[src/rtl/alu_sequencer_if.sv]
// Instruction handshake, ALU drive/return bus and debug read port of the ALU sequencer.
interface alu_sequencer_if #(
  parameter int DATA_W = 8
);
  logic              instr_valid;
  logic              instr_ready;
  logic [15:0]       instr;
  logic [DATA_W-1:0] imm;
  logic [4:0]        alu_aop;
  logic [DATA_W-1:0] alu_x;
  logic [DATA_W-1:0] alu_y;
  logic [DATA_W-1:0] alu_s;
  logic [DATA_W-1:0] alu_o;
  logic [DATA_W-1:0] alu_os;
  logic              done;
  logic [DATA_W-1:0] status;
  logic [2:0]        dbg_sel;
  logic [DATA_W-1:0] dbg_data;

  // issue logic + ALU side
  modport master (
    output instr_valid, instr, imm, alu_o, alu_os, dbg_sel,
    input  instr_ready, alu_aop, alu_x, alu_y, alu_s, done, status, dbg_data
  );

  // sequencer side
  modport slave (
    input  instr_valid, instr, imm, alu_o, alu_os, dbg_sel,
    output instr_ready, alu_aop, alu_x, alu_y, alu_s, done, status, dbg_data
  );
endinterface

[src/rtl/alu_sequencer.sv]
// ALU front-end sequencer: owns the 8x8 register file and status byte, issues one
// register-to-register instruction to the combinational ALU every four cycles.
//
// state   | meaning
// --------+----------------------------------------------------------
// IDLE    | ready for an instruction; latches instr/imm on accept
// ISSUE   | reads operands and registers the ALU inputs
// CAPTURE | ALU inputs stable; samples ALU result and next-status
// WRITE   | commits status and destination register, pulses done
module alu_sequencer #(
  parameter logic [7:0] STATUS_RESET = 8'h00,
  parameter int         DATA_W       = 8
) (
  input logic           clk,
  input logic           rst_n,
  alu_sequencer_if.slave bus
);

  typedef enum logic [1:0] {
    IDLE    = 2'd0,
    ISSUE   = 2'd1,
    CAPTURE = 2'd2,
    WRITE   = 2'd3
  } state_t;

  state_t            state_q;
  state_t            state_d;
  logic              ready;
  logic              accept;

  logic [15:0]       instr_q;
  logic [DATA_W-1:0] imm_q;
  logic [DATA_W-1:0] o_q;
  logic [DATA_W-1:0] os_q;
  logic [DATA_W-1:0] status_q;
  logic [DATA_W-1:0] regs [0:7];

  logic [4:0]        aop_q;
  logic [DATA_W-1:0] x_q;
  logic [DATA_W-1:0] y_q;
  logic [DATA_W-1:0] s_q;
  logic              done_q;

  logic [DATA_W-1:0] x_val;
  logic [DATA_W-1:0] ry_val;
  logic [DATA_W-1:0] dbg_val;

  logic [4:0]        f_aop;
  logic [2:0]        f_rd;
  logic [2:0]        f_rx;
  logic [2:0]        f_ry;
  logic              f_imm_sel;
  logic              f_wb_en;

  assign f_aop     = instr_q[15:11];
  assign f_rd      = instr_q[10:8];
  assign f_rx      = instr_q[7:5];
  assign f_ry      = instr_q[4:2];
  assign f_imm_sel = instr_q[1];
  assign f_wb_en   = instr_q[0];

  assign accept = bus.instr_valid & ready;

  // State register
  always_ff @(posedge clk or negedge rst_n) begin
    if (!rst_n) state_q <= IDLE;
    else        state_q <= state_d;
  end

  // Next-state and handshake decode
  always_comb begin
    state_d = state_q;
    ready   = 1'b0;
    unique case (state_q)
      IDLE: begin
        ready = 1'b1;
        if (bus.instr_valid) state_d = ISSUE;
      end
      ISSUE:   state_d = CAPTURE;
      CAPTURE: state_d = WRITE;
      WRITE:   state_d = IDLE;
      default: state_d = IDLE;
    endcase
  end

  // Operand and debug reads; r0 is hard-wired to zero regardless of storage
  always_comb begin
    x_val   = (f_rx == 3'd0) ? '0 : regs[f_rx];
    ry_val  = (f_ry == 3'd0) ? '0 : regs[f_ry];
    dbg_val = (bus.dbg_sel == 3'd0) ? '0 : regs[bus.dbg_sel];
  end

  // Instruction latch, ALU drive registers, result capture, status and done
  always_ff @(posedge clk or negedge rst_n) begin
    if (!rst_n) begin
      instr_q  <= '0;
      imm_q    <= '0;
      aop_q    <= '0;
      x_q      <= '0;
      y_q      <= '0;
      s_q      <= '0;
      o_q      <= '0;
      os_q     <= '0;
      status_q <= STATUS_RESET;
      done_q   <= 1'b0;
    end else begin
      done_q <= (state_q == WRITE);
      if (accept) begin
        instr_q <= bus.instr;
        imm_q   <= bus.imm;
      end
      if (state_q == ISSUE) begin
        aop_q <= f_aop;
        x_q   <= x_val;
        y_q   <= f_imm_sel ? imm_q : ry_val;
        s_q   <= status_q;
      end
      if (state_q == CAPTURE) begin
        o_q  <= bus.alu_o;
        os_q <= bus.alu_os;
      end
      if (state_q == WRITE) status_q <= os_q;
    end
  end

  // Register file writeback; r0 is never written
  always_ff @(posedge clk or negedge rst_n) begin
    if (!rst_n) begin
      for (int i = 0; i < 8; i++) regs[i] <= '0;
    end else if (state_q == WRITE && f_wb_en && f_rd != 3'd0) begin
      regs[f_rd] <= o_q;
    end
  end

  assign bus.instr_ready = ready;
  assign bus.alu_aop     = aop_q;
  assign bus.alu_x       = x_q;
  assign bus.alu_y       = y_q;
  assign bus.alu_s       = s_q;
  assign bus.done        = done_q;
  assign bus.status      = status_q;
  assign bus.dbg_data    = dbg_val;

endmodule

[src/flat_wrapper.sv]
// flat-port wrapper written by rule: the top's interface ports become plain ports
module alu_sequencer_flat 
#(
  parameter logic [7:0] STATUS_RESET = 8'h00,
  parameter int         DATA_W       = 8
)
  (clk, rst_n, bus_instr_valid, bus_instr, bus_imm, bus_alu_o, bus_alu_os, bus_dbg_sel, bus_instr_ready, bus_alu_aop, bus_alu_x, bus_alu_y, bus_alu_s, bus_done, bus_status, bus_dbg_data);
  alu_sequencer_if #(.DATA_W(DATA_W)) bus_i ();
  input logic clk;
  input logic rst_n;
  input wire logic [$bits(bus_i.instr_valid)-1:0] bus_instr_valid;
  input wire logic [$bits(bus_i.instr)-1:0] bus_instr;
  input wire logic [$bits(bus_i.imm)-1:0] bus_imm;
  input wire logic [$bits(bus_i.alu_o)-1:0] bus_alu_o;
  input wire logic [$bits(bus_i.alu_os)-1:0] bus_alu_os;
  input wire logic [$bits(bus_i.dbg_sel)-1:0] bus_dbg_sel;
  output wire logic [$bits(bus_i.instr_ready)-1:0] bus_instr_ready;
  output wire logic [$bits(bus_i.alu_aop)-1:0] bus_alu_aop;
  output wire logic [$bits(bus_i.alu_x)-1:0] bus_alu_x;
  output wire logic [$bits(bus_i.alu_y)-1:0] bus_alu_y;
  output wire logic [$bits(bus_i.alu_s)-1:0] bus_alu_s;
  output wire logic [$bits(bus_i.done)-1:0] bus_done;
  output wire logic [$bits(bus_i.status)-1:0] bus_status;
  output wire logic [$bits(bus_i.dbg_data)-1:0] bus_dbg_data;
  assign bus_i.instr_valid = bus_instr_valid;
  assign bus_i.instr = bus_instr;
  assign bus_i.imm = bus_imm;
  assign bus_i.alu_o = bus_alu_o;
  assign bus_i.alu_os = bus_alu_os;
  assign bus_i.dbg_sel = bus_dbg_sel;
  assign bus_instr_ready = bus_i.instr_ready;
  assign bus_alu_aop = bus_i.alu_aop;
  assign bus_alu_x = bus_i.alu_x;
  assign bus_alu_y = bus_i.alu_y;
  assign bus_alu_s = bus_i.alu_s;
  assign bus_done = bus_i.done;
  assign bus_status = bus_i.status;
  assign bus_dbg_data = bus_i.dbg_data;
  alu_sequencer #(.STATUS_RESET(STATUS_RESET), .DATA_W(DATA_W)) u_core (.clk(clk), .rst_n(rst_n), .bus(bus_i));
endmodule
[config.mk]
export PLATFORM = sky130hd
export DESIGN_NAME = alu_sequencer_flat
export DESIGN_NICKNAME = d
export VERILOG_FILES = /design/src/rtl/alu_sequencer_if.sv /design/src/rtl/alu_sequencer.sv /design/src/flat_wrapper.sv
export SDC_FILE = /design/constraint.sdc
export NUM_CORES = 1
export LEC_CHECK = 0
export BUFFER_PORTS_ARGS = -buffer_cell sky130_fd_sc_hd__buf_4
export CORE_MARGIN = 2
export CORE_UTILIZATION = 52
export CTS_CLUSTER_DIAMETER = 60
export DETAILED_ROUTE_END_ITERATION = 8
export PLACE_DENSITY_LB_ADDON = 0.2
export SLEW_MARGIN = 20
export SYNTH_ARGS = -nofsm -noshare
export SYNTH_HDL_FRONTEND = slang
export SYNTH_SLANG_ARGS = --single-unit
export TNS_END_PERCENT = 100
[constraint.sdc]
create_clock -name clk -period 1.6 [get_ports clk]
set_clock_uncertainty 0.05 [all_clocks]
set_input_delay 0 -clock clk [delete_from_list [all_inputs] [get_ports clk]]
set_output_delay 0 -clock clk [all_outputs]
set_load 0.01 [all_outputs]
; ---- Yosys cells after proc, flatten, opt, wreduce, memory -nomap -nowiden
; Index checks and enable logic that the tools add are counted.
[totals]
elab_cells = 60
register_bits = 144
in_bits = 46
out_inout_bits = 47
[classes]
n_eq_ne = 4
mux = 19
n_lt_le_gt_ge = 5
n_reduce_logical = 8
bitwise = 5
[op_table]
columns = operator, n
row1 = 8-bit two-way mux, 11
row2 = 8-bit binary-select mux with 3-bit select, 3
row3 = 64-bit bitwise mux, 1
row4 = 8-bit demux with 3-bit select, 1
row5 = "4-bit >= comparator, second input constant", 4
row6 = 3-bit inverter with 4-bit output, 4
row7 = 3-bit zero test, 3
row8 = 2-bit case mux with 4 select lines, 1
row9 = "2-bit == test, second input constant", 2
row10 = "4-bit by 1-bit < comparator with 1-bit output, second input constant", 1
row11 = 1-bit logical AND, 3
row12 = 3-bit nonzero test, 1
row13 = "2-bit by 1-bit == test with 1-bit output, second input constant", 1
row14 = 2-bit zero test, 1
row15 = 2-bit two-way mux, 1
row16 = "2-bit inequality test, second input constant", 1
row17 = 1-bit bitwise AND, 1
row18 = 1-bit two-way mux, 1

; ---- Logic depth before layout (Yosys ltp)
; Gate-level depths: netlist of run 1.
[depth]
ltp_word = 6
ltp_mapped = 6
ltp_nobuf = 5

; ---- Least setup slack after synthesis of run 1
; No wires, ideal clock.
[synth_path]
path_type = register -> register
start = register u_core.state_q[1]
end = register u_core.regs[24] (netlist bit)
period_less_slack_ns = 1.757
arrival_time_ns = 1.582
setup_slack_ns = -0.157
required_time_ns = 1.425
stages_incl_launch_ff = 6
n_path_buf = 1
setup_ns = 0.125
cell_sequence = dfrtp_1 -> ha_1 -> buf_6 -> nand2_4 -> nor4b_4 -> mux2_2
[synth_between]
elab_chain_len = 3
[synth_rtl]
columns = item, line
row1 = start: declaration, alu_sequencer.sv:26  ; state_t state_q;
row2 = start signal: assignment, alu_sequencer.sv:67  ; else state_q <= state_d;
row3 = 2-bit == test, alu_sequencer.sv:130  ; end else if (state_q == WRITE && f_wb_en && f_rd != 3'd0) begin
row4 = 1-bit logical AND (2 in series), alu_sequencer.sv:130
row5 = end signal: indexed assignment, alu_sequencer.sv:131  ; regs[f_rd] <= o_q;
row6 = end: declaration, alu_sequencer.sv:36  ; logic [DATA_W-1:0] regs [0:7];
; Every way passes these cells.
; A chain may end at the register's enable or synchronous reset.

; ---- Final worst setup path of run 1
[layout_path]
start = register u_core.regs[22] (netlist bit)
end = output port bus_dbg_data[6]
[layout_between]
elab_chain_len = 4
[layout_rtl]
columns = item, line
row1 = 8-bit binary-select mux with 3-bit select, alu_sequencer.sv:90  ; dbg_val = (bus.dbg_sel == 3'd0) ? '0 : regs[bus.dbg_sel];
row2 = 8-bit two-way mux (implied by the code) (2 in series), alu_sequencer.sv:90
row3 = 8-bit two-way mux, alu_sequencer.sv:90
row4 = end: declaration, flat_wrapper.sv:24  ; output wire logic [$bits(bus_i.dbg_data)-1:0] bus_dbg_data;
; Every way passes these cells. The select of a mux whose other input is x is not followed.

==> impl_results.md, run 1 <==
- Port-buffer cells: 92
- Width of the die: 116 um
- DR WL met2: 9.76 mm
- CTS max path bufs: 2
- CP peak stage delay: approximately 0.5 ns
- Unique masters post-synth: 35
- Starting density of the core: 52.7%
- # IOs: 93
- MaxCap Viol Count: 0
- Syn nets: 533
- Violated checks: setup timing
- Post-synth EDFFs: 0
- Slew Viols, Final: 0
- Cell Area, Synth: 6570 sq um
- Leakage Power: ~0.0044 uW
- Num CTS Buffers: 17
- CP max stage cell: mux4_2
- Setup ws final: -0.135 ns
- Post-Syn Instances: ~480
- Top FF cell, synth: dfrtp_1
- Gr ovfl total: 0
- Post-DRT Antenna Nets: 0
- Power per cell area: about 2100 nW/um^2
- Fin crit share: 108%
- Sequential area share after synthesis: 51.8%
- Pre-CTS setup slack: -0.114 ns
- Hold Vio Cnt, Final: 0
- # DRC: 0
- Worst vdd ir: around 0.0012 V
- Worst-margin pin slew: between 0.5 and 0.6 ns
- # setup viols final: 62
- Hold WS: between 0.05 and 0.06 ns
- GPL Wtd Cong: 0.927
- Period minus WS final: 1.74 ns
- Initial antenna violation count: 0
- Status: finished, violations left
- Final TNS setup: -1.81 ns
- Crit Path Category: reg2out
- DRT met1 WL: a little under 8 mm
- TritonCTS clock tree: done
- Unrepaired setup endpoints after global routing: true
- Global Route Usage Sum: between 20% and 30%
- Clock Tree Root: clkbuf_16
- Largest net degree at the start of global routing: a little over 50
- Max layer used: met4
- Cell taking the most area after synthesis: dfrtp_1
- Asr flop ratio synth: 100%
- Data required, critical path: 1.55 ns
- Rel. slew slack: 63.4%
- Critical path launch point type: flip-flop
- Min-Delay Path Class: in2async
- Via count: around 5200
- Clk_lat worst skew: 0.42 ns
- Core Footprint: 12500 sq um
- Achievable Freq: 576 MHz
- Num Clock Sinks: 136
- Syn Area/Cell: 13.6 sq um
- Reg2reg start: u_core.state_q[1]
- Most area-consuming cells after synthesis: dfrtp_1 52%, mux2_2 24%, mux4_2 4.8%, mux2i_1 4.3%, a22oi_1 1.7%
- Standard-cell rows: 41
- Clk slew on worst S/H paths: 0.06 ns
- Worst Path Buf+Inv: 1
- Initial DRT Pass Iterations: 5
- DR iter-0 viols: 430
- Post-layout nets: 748
- FILL cells: 730
- Vias/cell: 5.93
- Layout area overhead: 47.0%
- DIE AREA: 13500 sq um
- DP Wirelength: ~11 mm
- CTS HTree Levels: 4
- Vias in the first global route: 5300
- Met3 WL post-DR: 1.23 mm
- Crit end category: output port
- Critical-path cell list: mux4_2 > nand2_2 > o21ai_4 > buf_6
- Post-DR wirelength/cell: ~22 um
- Die Span Y: 116 um
- Layout cells sized above 1: 58.6%
- Data arrival time of the worst path: 1.69 ns
- Final core utilization: 77.4%
- Synth top area share: 51.8%
- Yosys reg bits: 136
- Start point of the critical path: u_core.regs[22]
- Yosys Warn Count: 0
- CP top delay family: multiplexers
- First-pass GRT wire length: 28.5 mm
- Largest fanout on the critical path: 2
- Antenna diodes: 0
- Final WL: 19.7 mm
## registers in the layout, summed over array words and instances, names as in the netlist
name / flops
u_core.regs: 56
u_core.instr_q: 16
u_core.bus.alu_s: 8
u_core.bus.alu_x: 8
u_core.bus.alu_y: 8
u_core.bus.status: 8
u_core.imm_q: 8
u_core.o_q: 8
u_core.os_q: 8
u_core.bus.alu_aop: 5
u_core.state_q: 2
u_core.bus.done: 1
## per-stage QoR
stage               cell area [sq um]  power, uW  instances
global placement                 7820      13500        766
finish                           9650      20100        882
floorplan                        6580      10700        482
global route                     9650      21100        882
detailed placement               7820      13800        766
CTS                              9290      19000        877
## power by group
group	internal, uW	total, uW	leakage [uW]	switching, uW
Clock	2730	4230	0.000305	1490
Sequential	5020	6570	0.00168	1550
Combinational	5330	9350	0.00240	4020
Total	13100	20100	0.00438	7070
## layout make-up
class	instances	area [sq um]	share of cell area, %
Sequential cell	136	3410	35.3
Multi-Input combinational cell	306	3320	34.4
Timing Repair Buffer	225	2020	20.9
Clock buffer	21	470	4.87
Tap cell	172	215	2.23
Clock inverter	11	170	1.76
Inverter	11	45.0	0.467
## worst register-to-register path, stage by stage, from the launching register on
cell	delay, ns
dfrtp_1	0.38
buf_6	0.12
ha_4	0.16
nand2_4	0.08
nor4b_4	0.28
buf_12	0.19
mux2_4	0.31
## path summary, 6_finish.rpt
check	endpoint	slack [ns]	depth (start not counted)
worst max-delay path	bus_dbg_data[6]	-0.14	4
min in group clk	u_core.instr_q[0]	0.30	3
worst max register to register	u_core.regs[26]	-0.07	6
worst min-delay path	u_core.instr_q[6]	0.05	2
worst min register to register	u_core.bus.status[7]	0.45	1
max in group asynchronous	u_core.instr_q[14]	0.78	3
## layer usage
metal	global-route usage, %	vias to the layer above
met5	0	-
met2	46.3	258
met4	12.3	0
met1	36.2	2664
met3	7.63	66
li1	-	2239
## placed cells by master, fill, tap and decap left out, types with 9 or more instances in the layout
| master | n |
|---|---|
| buf_4 | 157 |
| mux4_2 | 14 |
| dlygate4sd3_1 | 42 |
| buf_12 | 9 |
| mux2i_1 | 28 |
| mux2_4 | 39 |
| mux2_2 | 101 |
| clkbuf_16 | 18 |
| o221ai_1 | 9 |
| nand2_1 | 13 |
| dfrtp_1 | 130 |
## cells by family after synthesis
family / synth area share (%)
flops: 51.8
compound gates: 7.26
simple gates: 4.08
buf+inv: 2.78
fa+ha+maj: 0.953
mux: 33.1
## synthesized netlist by cell type, types with 3 or more instances
master / instances
buf_1: 6
mux4_2: 14
nand3b_1: 3
dfrtp_1: 136
buf_2: 11
a22oi_1: 15
nor2b_1: 5
nor2_2: 4
ha_1: 5
mux2_2: 140
mux2i_1: 28
a21oi_1: 10
nor2_1: 3
o22ai_1: 7
o22a_1: 3
nand2_1: 20
o21ai_0: 18
inv_1: 10
o21ai_1: 3
o2bb2ai_1: 5
clkbuf_1: 9
o221ai_1: 9
## repair_timing
item | in CTS | in global routing
pin swaps | 7 | 17
cloned | 2 | 1
setup buffers | 35 | 4
hold buffers | 42 | 0
setup endpoints to repair | 89 | 111
resized for setup | 40 | 81
endpoints found under the hold margin | 178 | 0
No activity file was read; power rests on OpenSTA's default activity.
==> inputs of run 2 (changes only) <==
==> constraint.sdc (replaced) <==
create_clock -name clk -period 1.6 [get_ports clk]
set_clock_uncertainty 0.05 [all_clocks]
set_input_delay 0.08 -clock clk [delete_from_list [all_inputs] [get_ports clk]]
set_output_delay 0.08 -clock clk [all_outputs]
set_load 0.01 [all_outputs]
==> impl_results.md, run 2 (synthesis gave the netlist of run 1 again) <==
- Largest net degree at the start of global routing: 99 (+94%)
- Die Span Y: 116 um (unchanged)
- Power per cell area: 2060 nW/um^2 (-1.4%)
- Layout cells sized above 1: 57.5% (-1.1 points)
- Clk slew on worst S/H paths: 0.06 ns (about the same)
- Leakage Power: 0.00434 uW (-0.89%)
- # setup viols final: 26 (-58%)
- Largest registers: u_core.regs: 56 flops, u_core.instr_q: 16 flops
- MaxCap Viol Count: 0 (unchanged)
- Clk_lat worst skew: 0.43 ns (about the same)
- Fin crit share: 110% (+2.0 points)
- # IOs: 93 (unchanged)
- Data arrival time of the worst path: 1.64 ns (-0.05 ns)
- Initial antenna violation count: 0 (unchanged)
- Largest register FFs: 56 (unchanged)
- Largest fanout on the critical path: 2 (unchanged)
- DR iter-0 viols: 404 (-6.0%)
- Vias in the first global route: 5178 (-2.3%)
- CTS HTree Levels: 4 (unchanged)
- Global Route Usage Sum: 28.0% (-0.50 points)
- Initial DRT Pass Iterations: 6 (+1)
- Most frequent cells in the layout: 161 x buf_4, 132 x dfrtp_1, 103 x mux2_2
- Rel. slew slack: 62.1% (-1.3 points)
- Num Clock Sinks: 136 (unchanged)
- R2R Setup Slk: -0.04 ns (+0.03 ns)
- Slew Viols, Final: 0 (unchanged)
- Via count: 5070 (-3.0%)
- Min-Delay Path Class: in2async
- DP Wirelength: 11.4 mm (-0.56%)
- Layout area overhead: 45.0%
- Total power: 19600 uW (-2.8%)
- Clock Tree Root: clkbuf_16
- Antenna diodes: 0 (unchanged)
- Final TNS setup: -1.36 ns (+0.449 ns)
- Crit Path Category: reg2out
- TritonCTS clock tree: done
- Final WL: 19.1 mm (-3.0%)
- Width of the die: 116 um (unchanged)
- Period minus WS final: 1.77 ns (+0.0320 ns)
- Hold Vio Cnt, Final: 0 (unchanged)
- Worst vdd ir: 0.00111 V (-4.3%)
- Final cell count without fillers: 880 (-0.23%)
- Post-DR wirelength/cell: 21.7 um (-2.8%)
- Standard-cell rows: 41 (unchanged)
- Unrepaired setup endpoints after global routing: true
- Critical-path cell list: mux4_2 > nand2_2 > o21ai_2 > buf_4
- CP max stage cell: mux4_2
- Achievable Freq: 566 MHz (-1.8%)
- Worst-margin pin slew: 0.568 ns (+0.0196 ns)
- Data required, critical path: 1.47 ns (-0.08 ns)
- CTS max path bufs: 2 (unchanged)
- First-pass GRT wire length: 27.9 mm (-2.1%)
- # DRC: 0 (unchanged)
- DIE AREA: 13500 sq um (unchanged)
- Num CTS Buffers: 17 (unchanged)
- Core Footprint: 12500 sq um (unchanged)
- Port-buffer cells: 92 (unchanged)
- Post-layout nets: 746 (-0.27%)
- Vias/cell: 5.76 (-2.8%)
- GPL Wtd Cong: 0.869 (-6.3%)
- Most common cell after layout, fill and taps aside: buf_4
- Starting density of the core: 52.7% (unchanged)
- Setup ws final: -0.167 ns (-0.0320 ns)
- Post-DRT Antenna Nets: 0 (unchanged)
- Critical path launch point type: flip-flop
- Dpl cells: 762 (-0.52%)
- CP peak stage delay: 0.49 ns (about the same)
- Violated checks: setup timing
- Hold WS: 0.180 ns (+0.125 ns)
- Crit end category: output port
- Gr ovfl total: 0 (unchanged)
- Status: finished, violations left
- Reg with most FFs: u_core.regs
run 2: final timing paths:
kind	startpoint	cells after the start	endpoint
max in group asynchronous	rst_n	3	u_core.imm_q[3]
hold reg to reg	u_core.bus.alu_x[3]	1	u_core.bus.alu_x[3]
setup / recovery	u_core.regs[30]	4	bus_dbg_data[6]
hold / removal	rst_n	3	u_core.instr_q[7]
min in group clk	bus_instr[13]	3	u_core.instr_q[13]
setup reg to reg	u_core.state_q[0]	5	u_core.regs[30]
run 2: per-layer routing:
metal	vias up	GRT usage (%)	part of all wire [%]	routed length [um]
met1	2576	37.1	40	7570
met3	40	6.69	7.1	1350
met4	0	12.5	2.4	464
met2	224	44.1	51	9730
met5	-	0	0	0
li1	2230	-	-	-
run 2: worst max-delay path, delay by kind of cell, from the launching register on:
family,cells,cell delay (ns)
multiplexers,1,0.49
AND/OR/NAND/NOR,1,0.08
flip-flops,1,0.41
AO/OA/AOI/OAI,1,0.07
buffers and inverters,1,0.15
run 2: area by class of cell:
type	count	area [sq um]
sequential	136	3410
multi-input combinational	306	3290
fill	754	2950
timing repair buffer	223	1980
clock buffer	19	443
tap	172	215
clock inverter	13	143
inverter	11	41.3
run 2: what timing repair did:
action                                 in CTS  in global routing
setup endpoints to repair                  72                111
buffers inserted                           33                 10
pin swaps                                   5                 12
gates resized for setup                    25                 68
gates cloned                                1                  1
endpoints found under the hold margin     177                  0
hold buffers                               42                  0
run 2: report_power, final:
part           total, uW  internal (uW)  leakage [uW]  switching (uW)
Combinational       9140           5270       0.00237            3870
Sequential          6520           5010       0.00168            1510
Clock               3930           2350      0.000285            1580
run 2: through the flow:
stage	utilization (%)	worst slack [ns]	instance area (sq um)
floorplan	-	-0.115	6580
global route	76.4	-0.176	9520
CTS	73.6	-0.130	9170
detailed placement	62.9	-0.0729	7840
global placement	62.9	-0.0696	7840
finish	76.4	-0.167	9520
==> inputs of run 3 (changes only) <==
--- a/config.mk
+++ b/config.mk
@@ -10,7 +10,9 @@
 export CORE_UTILIZATION = 52
 export CTS_CLUSTER_DIAMETER = 60
 export DETAILED_ROUTE_END_ITERATION = 8
+export GPL_ROUTABILITY_DRIVEN = 0
 export PLACE_DENSITY_LB_ADDON = 0.2
+export SKIP_LAST_GASP = 1
 export SLEW_MARGIN = 20
 export SYNTH_ARGS = -nofsm -noshare
 export SYNTH_HDL_FRONTEND = slang
==> impl_results.md, run 3 (synthesis gave the netlist of run 1 again) <==
- Status: finished, violations left
- Violated checks: setup timing
- Num CTS Buffers: 17 (unchanged)
- Crit end category: output port
- Largest fanout on the critical path: 4 (+2)
- Worst vdd ir: 0.00128 V (+15%)
- Standard-cell rows: 41 (unchanged)
- Dpl cells: 765 (+0.39%)
- DIE AREA: 13500 sq um (unchanged)
- Layout cells sized above 1: 58.2% (+0.68 points)
- Leakage Power: 0.00434 uW (about the same)
- Final cell count without fillers: 882 (+0.23%)
- Min-Delay Path Class: in2async
- Worst-margin pin slew: 0.530 ns (-0.0384 ns)
- Clock Tree Root: clkbuf_16
- DR iter-0 viols: 538 (+33%)
- Fin crit share: 110% (-0.70 points)
- TritonCTS clock tree: done
- CP max stage cell: dfrtp_1
- Critical-path cell list: mux2_2 > a22oi_1 > o21ai_2 > buf_4
- FILL cells: 725 (-3.8%)
- Vias/cell: 5.79 (+0.42%)
- # setup viols final: 25 (-3.8%)
- Setup ws final: -0.156 ns (+0.0111 ns)
- DR WL met2: 9.64 mm (-0.96%)
- Width of the die: 116 um (unchanged)
- Rel. slew slack: 64.7% (+2.6 points)
- Antenna diodes: 0 (unchanged)
- Reg with most FFs: u_core.regs
- Post-DR wirelength/cell: 21.8 um (+0.20%)
- Layout area overhead: 45.6%
- Starting density of the core: 52.7% (unchanged)
- Critical path launch point type: flip-flop
- Largest registers: u_core.regs: 56 flops, u_core.instr_q: 16 flops
- Power per cell area: 2070 nW/um^2 (+0.41%)
- DRT met1 WL: 7.72 mm (+2.0%)
- Num Clock Sinks: 136 (unchanged)
- Most frequent cells in the layout: 159 x buf_4, 129 x dfrtp_1, 114 x mux2_2
- Final WL: 19.2 mm (+0.43%)
- Final TNS setup: -1.43 ns (-0.0684 ns)
- Max layer used: met4
- Sequential cell area: 3410 sq um (+0.11%)
- Achievable Freq: 569 MHz (+0.63%)
- Data required, critical path: 1.47 ns (about the same)
- Largest register FFs: 56 (unchanged)
- Slew Viols, Final: 0 (unchanged)
- Post-layout nets: 748 (+0.27%)
- Data arrival time of the worst path: 1.63 ns (about the same)
- Crit Path Category: reg2out
- Met3 WL post-DR: 1.30 mm (-4.0%)
- Gr ovfl total: 0 (unchanged)
- Hold WS: 0.127 ns (-0.0527 ns)
- Most common cell after layout, fill and taps aside: buf_4
- Clk slew on worst S/H paths: 0.06 ns (about the same)
- Core Footprint: 12500 sq um (unchanged)
- CP peak stage delay: 0.43 ns (-0.06 ns)
- # IOs: 93 (unchanged)
- Hold Vio Cnt, Final: 0 (unchanged)
- Unrepaired setup endpoints after global routing: true
- Post-DRT Antenna Nets: 0 (unchanged)
- CTS HTree Levels: 4 (unchanged)
- # DRC: 0 (unchanged)
- Initial antenna violation count: 0 (unchanged)
- Largest net degree at the start of global routing: 38 (-62%)
- Vias in the first global route: 5129 (-0.95%)
- CTS max path bufs: 2 (unchanged)
- MaxCap Viol Count: 0 (unchanged)
- Die Span Y: 116 um (unchanged)
- Port-buffer cells: 92 (unchanged)
- Global Route Usage Sum: 28.2% (+0.18 points)
- Via count: 5103 (+0.65%)
- First-pass GRT wire length: 28.1 mm (+0.97%)
- Multi-input gate area: 3260 sq um (-0.88%)
- DP Wirelength: 11.4 mm (+0.24%)
- Clk_lat worst skew: 0.42 ns (about the same)
- Period minus WS final: 1.76 ns (-0.0111 ns)
- Total power: 19700 uW (+0.83%)
- Initial DRT Pass Iterations: 5 (-1)
[run 3: cell types whose count changed in the layout (fill, tap and decap cells not counted), sizes merged]
cell | previous run | this run
bufinv | 2 | 3
inv | 15 | 13
buf | 180 | 181
clkinvlp | 2 | 3
clkinv | 5 | 6
[run 3: area by class of cell]
type | instances | area share (%)
multi-input cells | 306 | 34.1
flip-flops and latches | 136 | 35.7
inverters | 11 | 0.432
well taps | 172 | 2.25
clock inverters | 14 | 1.79
clock buffers | 18 | 4.59
repair buffers | 225 | 21.2
[run 3: metrics by stage]
stage               setup slack, ns  utilization, %  cell area (sq um)
floorplan                    -0.115               -               6580
global placement            -0.0680            63.0               7860
detailed placement           -0.129            63.0               7860
CTS                          -0.117            74.0               9230
global route                 -0.192            76.7               9560
finish                       -0.156            76.7               9560
[run 3: worst paths after layout]
path                       slack [ns]           startpoint             endpoint  cells after the start
setup / recovery                -0.16      u_core.regs[38]      bus_dbg_data[6]                      4
hold / removal                   0.13                rst_n        u_core.o_q[1]                      2
setup reg to reg                -0.07    u_core.state_q[0]      u_core.regs[26]                      5
hold reg to reg                  0.45  u_core.bus.alu_x[3]  u_core.bus.alu_x[3]                      1
max in group asynchronous        0.79                rst_n      u_core.regs[52]                      3
min in group clk                 0.38        bus_alu_os[1]       u_core.os_q[1]                      3
[run 3: worst max-delay path, delay by kind of cell, from the launching register on]
| kind | cells | cell delay (ns) |
|---|---|---|
| compound gates | 2 | 0.34 |
| mux | 1 | 0.28 |
| buf+inv | 1 | 0.15 |
| flops | 1 | 0.43 |
[run 3: timing repair]
item                                   CTS  global route
hold buffers                            42             0
pin swaps                                5            14
gates resized for setup                 27            62
gates cloned                             1             2
buffers inserted                        34             7
setup endpoints to repair               75           118
endpoints found under the hold margin  138             0
[run 3: report_power, final]
part	leakage, uW	switching (uW)	total [uW]	internal (uW)
sequential	0.00168	1510	6540	5020
combinational	0.00237	3900	9160	5250
clock	0.000293	1560	4060	2500
[run 3: metal layers]
| metal | global-route usage, % | vias up |
|---|---|---|
| met2 | 45.5 | 239 |
| met4 | 11.6 | 0 |
| met5 | 0 | - |
| li1 | - | 2233 |
| met3 | 7.21 | 41 |
| met1 | 36.5 | 2590 |
